==> config.mk <==
export PLATFORM = sky130hd
export DESIGN_NAME = mult_seq_flat
export DESIGN_NICKNAME = d
export VERILOG_FILES = /design/src/rtl/mult_seq_if.sv /design/src/rtl/mult_seq.sv /design/src/flat_wrapper.sv
export SDC_FILE = /design/constraint.sdc
export NUM_CORES = 1
export LEC_CHECK = 0
export BUFFER_PORTS_ARGS = -buffer_cell sky130_fd_sc_hd__clkbuf_2
export CORE_MARGIN = 2
export CORE_UTILIZATION = 29
export CTS_CLUSTER_DIAMETER = 60
export DETAILED_ROUTE_END_ITERATION = 8
export GPL_TIMING_DRIVEN = 0
export SLEW_MARGIN = 40
export SYNTH_ARGS = -nofsm -noshare
export SYNTH_HDL_FRONTEND = slang
export SYNTH_SLANG_ARGS = --single-unit
==> constraint.sdc <==
create_clock -name clk -period 45.3 [get_ports clk]
set_input_delay 2.265 -clock clk [delete_from_list [all_inputs] [get_ports clk]]
set_output_delay 2.265 -clock clk [all_outputs]
set_load 0.1 [all_outputs]
==> src/rtl/mult_seq_if.sv <==
// rtl/mult_seq_if.sv - multiplier request/result bundle
interface mult_seq_if #(
    parameter int N = 32
);
    logic         start;
    logic [N-1:0] a;
    logic [N-1:0] b;
    logic         busy;
    logic         done;
    logic [N-1:0] hi;
    logic [N-1:0] lo;

    modport master (output start, output a, output b,
                    input busy, input done, input hi, input lo);
    modport slave  (input start, input a, input b,
                    output busy, output done, output hi, output lo);
endinterface

==> src/rtl/mult_seq.sv <==
// rtl/mult_seq.sv - sequential shift-and-add unsigned multiplier, one adder pass per cycle
module rc_adder #(
    parameter int N = 32
) (
    input  logic [N-1:0] i_a,
    input  logic [N-1:0] i_b,
    input  logic         i_cin,
    output logic [N-1:0] o_sum,
    output logic         o_cout
);
    logic w_carry;

    always_comb begin
        w_carry = i_cin;
        o_sum   = '0;
        for (int i = 0; i < N; i++) begin
            o_sum[i] = i_a[i] ^ i_b[i] ^ w_carry;
            w_carry  = (i_a[i] & i_b[i]) | (w_carry & (i_a[i] ^ i_b[i]));
        end
        o_cout = w_carry;
    end
endmodule

module mult_seq #(
    parameter int N = 32
) (
    input  logic      clk,
    input  logic      reset,
    mult_seq_if.slave bus
);
    localparam int CW = $clog2(N + 1);

    typedef enum logic [1:0] {S_IDLE, S_RUN, S_DONE} state_t;

    state_t          r_state;
    state_t          w_next_state;
    logic [N-1:0]    r_mcand;
    logic [N-1:0]    r_acc;
    logic [N-1:0]    r_mplr;
    logic [CW-1:0]   r_cnt;
    logic [N-1:0]    r_hi;
    logic [N-1:0]    r_lo;
    logic [N-1:0]    w_sum;
    logic            w_cout;
    logic [2*N-1:0]  w_next_prod;
    logic            w_last;
    logic            w_accept;

    rc_adder #(.N(N)) u_adder (
        .i_a    (r_acc),
        .i_b    (r_mcand),
        .i_cin  (1'b0),
        .o_sum  (w_sum),
        .o_cout (w_cout)
    );

    // Adder carry becomes the new top bit; the product shifts right one place per pass.
    assign w_next_prod = r_mplr[0] ? {w_cout, w_sum, r_mplr[N-1:1]}
                                   : {1'b0, r_acc, r_mplr[N-1:1]};
    assign w_last      = (r_cnt == CW'(N - 1));
    assign w_accept    = bus.start && (r_state != S_RUN);

    always_ff @(posedge clk) begin
        if (reset) begin
            r_state <= S_IDLE;
        end else begin
            r_state <= w_next_state;
        end
    end

    always_comb begin
        w_next_state = r_state;
        case (r_state)
            S_IDLE:  w_next_state = bus.start ? S_RUN : S_IDLE;
            S_RUN:   w_next_state = w_last ? S_DONE : S_RUN;
            S_DONE:  w_next_state = bus.start ? S_RUN : S_IDLE;
            default: w_next_state = S_IDLE;
        endcase
    end

    always_ff @(posedge clk) begin
        if (reset) begin
            r_mcand <= '0;
            r_acc   <= '0;
            r_mplr  <= '0;
            r_cnt   <= '0;
            r_hi    <= '0;
            r_lo    <= '0;
        end else if (w_accept) begin
            r_mcand <= bus.a;
            r_acc   <= '0;
            r_mplr  <= bus.b;
            r_cnt   <= '0;
        end else if (r_state == S_RUN) begin
            r_acc  <= w_next_prod[2*N-1:N];
            r_mplr <= w_next_prod[N-1:0];
            r_cnt  <= r_cnt + CW'(1);
            if (w_last) begin
                r_hi <= w_next_prod[2*N-1:N];
                r_lo <= w_next_prod[N-1:0];
            end
        end
    end

    assign bus.busy = (r_state == S_RUN);
    assign bus.done = (r_state == S_DONE);
    assign bus.hi   = r_hi;
    assign bus.lo   = r_lo;
endmodule

==> src/flat_wrapper.sv <==
// flat-port wrapper written by rule: the top's interface ports become plain ports
module mult_seq_flat 
#(
    parameter int N = 32
)
  (clk, reset, bus_start, bus_a, bus_b, bus_busy, bus_done, bus_hi, bus_lo);
  mult_seq_if #(.N(N)) bus_i ();
  input  logic clk;
  input  logic reset;
  input wire logic [$bits(bus_i.start)-1:0] bus_start;
  input wire logic [$bits(bus_i.a)-1:0] bus_a;
  input wire logic [$bits(bus_i.b)-1:0] bus_b;
  output wire logic [$bits(bus_i.busy)-1:0] bus_busy;
  output wire logic [$bits(bus_i.done)-1:0] bus_done;
  output wire logic [$bits(bus_i.hi)-1:0] bus_hi;
  output wire logic [$bits(bus_i.lo)-1:0] bus_lo;
  assign bus_i.start = bus_start;
  assign bus_i.a = bus_a;
  assign bus_i.b = bus_b;
  assign bus_busy = bus_i.busy;
  assign bus_done = bus_i.done;
  assign bus_hi = bus_i.hi;
  assign bus_lo = bus_i.lo;
  mult_seq #(.N(N)) u_core (.clk(clk), .reset(reset), .bus(bus_i));
endmodule
# Yosys cells after proc, flatten, opt, wreduce, memory -nomap -nowiden
# Cells that the tools add are included.
[classes]
bitwise_logic = 158
n_eq_ne = 4
addsub = 1
muxes = 6
reduce_logical = 6
[ops]
columns = ["cell", "count"]
rows = [
  ["2-to-1 mux 32 bit", 2],
  ["2-to-1 mux 64 bit", 1],
  ["AND 1 bit", 63],
  ["XOR 1 bit", 63],
  ["bitwise OR 1 bit", 31],
  ["adder 6 x 1 -> 6 bit (second input constant)", 1],
  ["== test 6 x 5 -> 1 bit (second input constant)", 1],
  ["case mux 2 bit (2 select lines)", 1],
  ["OR reduction 2 bit", 2],
  ["AND reduction 3 bit", 1],
  ["== test 2 x 1 -> 1 bit (second input constant)", 1],
  ["== test 2 bit (second input constant)", 1],
  ["zero test 2 bit", 1],
  ["2-to-1 mux 2 bit", 1],
  ["!= test 2 x 1 -> 1 bit (second input constant)", 1],
  ["nonzero test 2 bit", 1],
  ["logical AND 1 bit", 1],
  ["2-to-1 mux 1 bit", 1],
  ["NOT 1 bit", 1],
]
[totals]
reg_bits = 168
in_bits = 67
wordCells = 182
output_inout_bits = 66

# Longest topological paths before layout
[logic_depth]
word_depth = 66
ltp_mapped = 36

# Hierarchy
# Synthesis repeated with hierarchy kept, for this count alone.
[unflattened]
hier_cells = 776
hier_area_um2 = 7767.4
[modules_own_cells]
columns = ["module", "area_each_um2", "n_inst", "seq_area_each_um2", "cells_per_inst"]
rows = [
  ["mult_seq", 7089.3, 1, 3363.2, 734],
  ["rc_adder", 678.2, 1, 0.0, 42],
]

# Worst setup path before layout
# No wires, ideal clock.
[synth_timing]
path_kind = "register to register"
startpoint = "reg u_core.r_acc[0]"
endpoint = "reg u_core.r_hi[30], in the netlist u_core.bus.hi[30]"
slack_ns = 30.501
arrival_ns = 14.713
n_path_buf = 0
period_less_slack_ns = 14.799
stages_incl_launch_ff = 37
cell_sequence = "dfxtp_1 ha_1 fa_1 fa_1 fa_1 fa_1 fa_1 fa_1 fa_1 fa_1 fa_1 fa_1 fa_1 fa_1 fa_1 fa_1 fa_1 fa_1 fa_1 fa_1 fa_1 fa_1 fa_1 fa_1 fa_1 fa_1 fa_1 fa_1 fa_1 fa_1 inv_1 fa_1 inv_1 fa_1 fa_1 mux2i_1 a211oi_1"
[synth_via]
elab_chain_len = 63
[synth_lines]
columns = ["element", "line_no", "rtl"]
rows = [
  ["start, declared", "mult_seq.sv:38", "logic [N-1:0] r_acc;"],
  ["start signal, assigned", "mult_seq.sv:95", "r_acc <= w_next_prod[2*N-1:N];"],
  ["AND 1 bit (2 in a row)", "mult_seq.sv:18", "w_carry = (i_a[i] & i_b[i]) | (w_carry & (i_a[i] ^ i_b[i]));"],
  ["bitwise OR 1 bit", "mult_seq.sv:18", ""],
  ["AND 1 bit", "mult_seq.sv:18", ""],
  ["bitwise OR 1 bit", "mult_seq.sv:18", ""],
  ["AND 1 bit", "mult_seq.sv:18", ""],
  ["bitwise OR 1 bit", "mult_seq.sv:18", ""],
  ["AND 1 bit", "mult_seq.sv:18", ""],
  ["bitwise OR 1 bit", "mult_seq.sv:18", ""],
  ["[46 not listed]", "-", ""],
  ["AND 1 bit", "mult_seq.sv:18", ""],
  ["bitwise OR 1 bit", "mult_seq.sv:18", ""],
  ["AND 1 bit", "mult_seq.sv:18", ""],
  ["bitwise OR 1 bit", "mult_seq.sv:18", ""],
  ["AND 1 bit", "mult_seq.sv:18", ""],
  ["bitwise OR 1 bit", "mult_seq.sv:18", ""],
  ["XOR 1 bit", "mult_seq.sv:17", "o_sum[i] = i_a[i] ^ i_b[i] ^ w_carry;"],
  ["2-to-1 mux 64 bit", "mult_seq.sv:58", "assign w_next_prod = r_mplr[0] ? {w_cout, w_sum, r_mplr[N-1:1]}"],
  ["end signal, assigned", "mult_seq.sv:99", "r_hi <= w_next_prod[2*N-1:N];"],
  ["end, declared", "mult_seq.sv:41", "logic [N-1:0] r_hi;"],
]
# No other way between the ends.
# A chain may end at the register's enable or synchronous reset.

# Worst setup path after layout
# Ends and elaborated chain as after synthesis.

==> run_results.csv <==
group,metric,value,unit
cells_and_area,areaGrowthSynthToFinish,22.1,%
global_routing,grt_max_degree,17,
clocking,cts_tree,"yes",
pwr,ir_drop,0.0000232,V
synth,synth_top_area_share,45.4,%
timing,layout_min_cycle_time,15.29,ns
synth,yosys_warnings,0,
setup_path,crit_required,45.64,ns
drt,first_pass_iters,4,
cells_and_area,final_util,36.0,%
timing,post-route-period-util,33.8,%
cells_and_area,insertedDiodeCount,0,
global_routing,grt_pass1_vias,6006,
global_routing,track_usage,16.3,%
min_path,hp-start,"u_core.bus.hi[28]",
setup_path,crit_arrival,15.63,ns
die,die_x,164,um
timing,max_freq,0.0654,GHz
clocking,post-cts-setup-buffers,0,
timing,maxSlewViolCount,0,
clocking,cts_buffers,17,
die,fp-row-count,58,
drt,routedWlPerCell,17.1,um
synth,ys_seq_elements,168,
place,routabilityCongestion,0.788,
min_path,hp-class,"reg -> reg",
drt,vias_per_cell,4.98,
timing,setup_viol_count_final,0,
clocking,cts-resized-gates,0,
synth,synth_cell_types,31,
synth,synth_top_area_cell,"dfxtp_1",
place,io_buffers,132,
setup_path,slowest_delay,0.54,ns
synth,syn_nets,869,
clocking,cts_num_sinks,168,
synth,syn_area,0.00740,mm^2
clocking,htree_num_levels,4,
pwr,power.leakage,0.00356,uW
setup_path,cp-end-kind,"flip-flop",
place,hpwl,15900,um
timing,relSlewSlack,49.7,%
clocking,clkLatencyLatePin,0.43,ns
die,die_height,164,um
drt,first_iter_violations,441,
cells_and_area,final_cell_area,0.00903,mm^2
drt,drc,0,
cells_and_area,fin_nets,1020,
die,coreArea,0.0251,mm^2
synth,yosysMostFrequentCell,"dfxtp_1",
synth,avgSynthCellArea,9.62,um^2
synth,ys_seq_area_share,45.4,%
setup_path,cp_common_cell,"fa_1",
die,initial_core_util,29.5,%
synth,synth-main-ff-cell,"dfxtp_1",
synth,synth-edff-count,0,
timing,setup_slack,30.01,ns
synth,postSynthCellCount,769,
drt,detailroute.via_count,6295,
drt,ant_nets,0,
place,pre_cts_ws,29.99,ns
setup_path,r2r_start,"u_core.r_acc[0]",
place,placed_area,0.00847,mm^2
timing,finClkSkew,0.0113,ns
timing,worst_pin_slew,0.755,ns
setup_path,crit_path_start_kind,"flip-flop",
setup_path,path_class,"reg -> reg",
global_routing,grt_overflow,0,
setup_path,worst_setup_path_startpoint,"u_core.r_acc[0]",
setup_path,critPathMaxFanout,3,
cells_and_area,drive_above_1_share,23.5,%
run,maxCapViolCount,0,
synth,ys_top_cells_by_count,"dfxtp_1 (168), a21oi_1 (103), a211oi_1 (82)",
status,outcome,"finished clean",
timing,hold_viol,0,
die,die_area,0.0268,mm^2
drt,wl,21600,um
clocking,root_buffer,"clkbuf_16",
clocking,ctsHoldBuffers,0,
setup_path,crit_path_top_delay_cell,"fa_1",
clocking,path_clk_slew,0.06,ns
timing,rsz0062_at_grt,"false",
global_routing,grt_pass1_wl,33700,um
pwr,p_per_area,36.9,mW/mm^2
clocking,clockBufferDepth,2,
synth,synth.area.top_cells,"dfxtp_1 (45%), fa_1 (8.4%), mux2i_1 (8.4%)",
die,io_pins,133,
timing,tns,0,ns
synth,synthArstFlopShare,0,%
global_routing,antenna_found_initial,0,
## state kept, by name, summed over array words and instances, names as in the netlist
signal          flops
u_core.r_cnt        6
u_core.r_state      2
u_core.bus.lo      32
u_core.r_mplr      32
u_core.bus.hi      32
u_core.r_mcand     32
u_core.r_acc       32
## cell families (layout without fill, tap and decap cells)
kind of cell               Yosys count  after routing  synth area share (%)
AOI/OAI and AO/OA                  269            269                  22.3
DFF                                168            168                  45.4
and+or+nand+nor                    152            152                  9.47
buffers and inverters               84            248                  5.55
muxes                               62             62                  8.39
adders and majority gates           33             33                  8.72
xor gates and xnor gates             1              1                 0.118
## final cells by class
cell class	count	area [um^2]
repair buffers	132	661
inverters	8	32.5
clock inverters	12	92.6
plain buffers	76	378
flip-flops and latches	168	3360
clock buffers	20	467
well taps	330	413
fillers	2684	16100
multi-input cells	517	3630
## stage by stage
stage / std cells / hold slack, ns / power [uW]
finish: 1263 / 0.455 / 333
global route: 1263 / 0.493 / 347
floorplan: 769 / 0.451 / 185
detailed placement: 1231 / 0.447 / 197
CTS: 1263 / 0.457 / 335
global placement: 1231 / 0.441 / 197
## critical path, delay by kind of cell (launching register included)
family | cells | cell delay [ns]
flip-flops | 1 | 0.33
multiplexers | 1 | 0.10
adder cells (fa/ha/maj) | 32 | 14.41
buffers and inverters | 2 | 0.13
AO/OA/AOI/OAI | 1 | 0.23
## metal layers
| metal | wire length [um] | track usage (%) | vias to the layer above |
|---|---|---|---|
| met5 | 0 | 0 | - |
| met3 | 1380 | 3.81 | 12 |
| met2 | 9600 | 24.9 | 191 |
| met1 | 10500 | 23.2 | 3006 |
| li1 | - | - | 3086 |
| met4 | 165 | 3.75 | 0 |
## where the power goes
part	switching, uW	internal [uW]
combinational	21.7	13.5
sequential	4.97	154
clock	64.1	75.1
total	90.8	243
## cells in the final DEF, fill, tap and decap left out, types with 4 or more instances in the layout
cell type   synthesis  final
clkinvlp_4          0      4
nand3_1            65     65
mux2i_1            62     62
nand2_1             8      8
clkbuf_1           35     35
a211oi_1           82     82
o21ai_0            68     68
nor2_1             64     64
clkbuf_2            0    132
buf_4               9      9
buf_2              29     29
a21oi_1           103    103
a211oi_2           12     12
fa_1               31     31
inv_1               7      7
clkbuf_16           0     17
dfxtp_1           168    168
nor2b_1             4      4
## worst paths after layout
path | to | slack (ns) | cells past startpoint
worst max-delay path | u_core.bus.hi[30] | 30.01 | 36
worst max register to register | u_core.bus.hi[30] | 30.01 | 36
worst min-delay path | u_core.bus.hi[28] | 0.45 | 2
worst min register to register | u_core.bus.hi[28] | 0.45 | 2
Power figures use the tool's default switching activity.
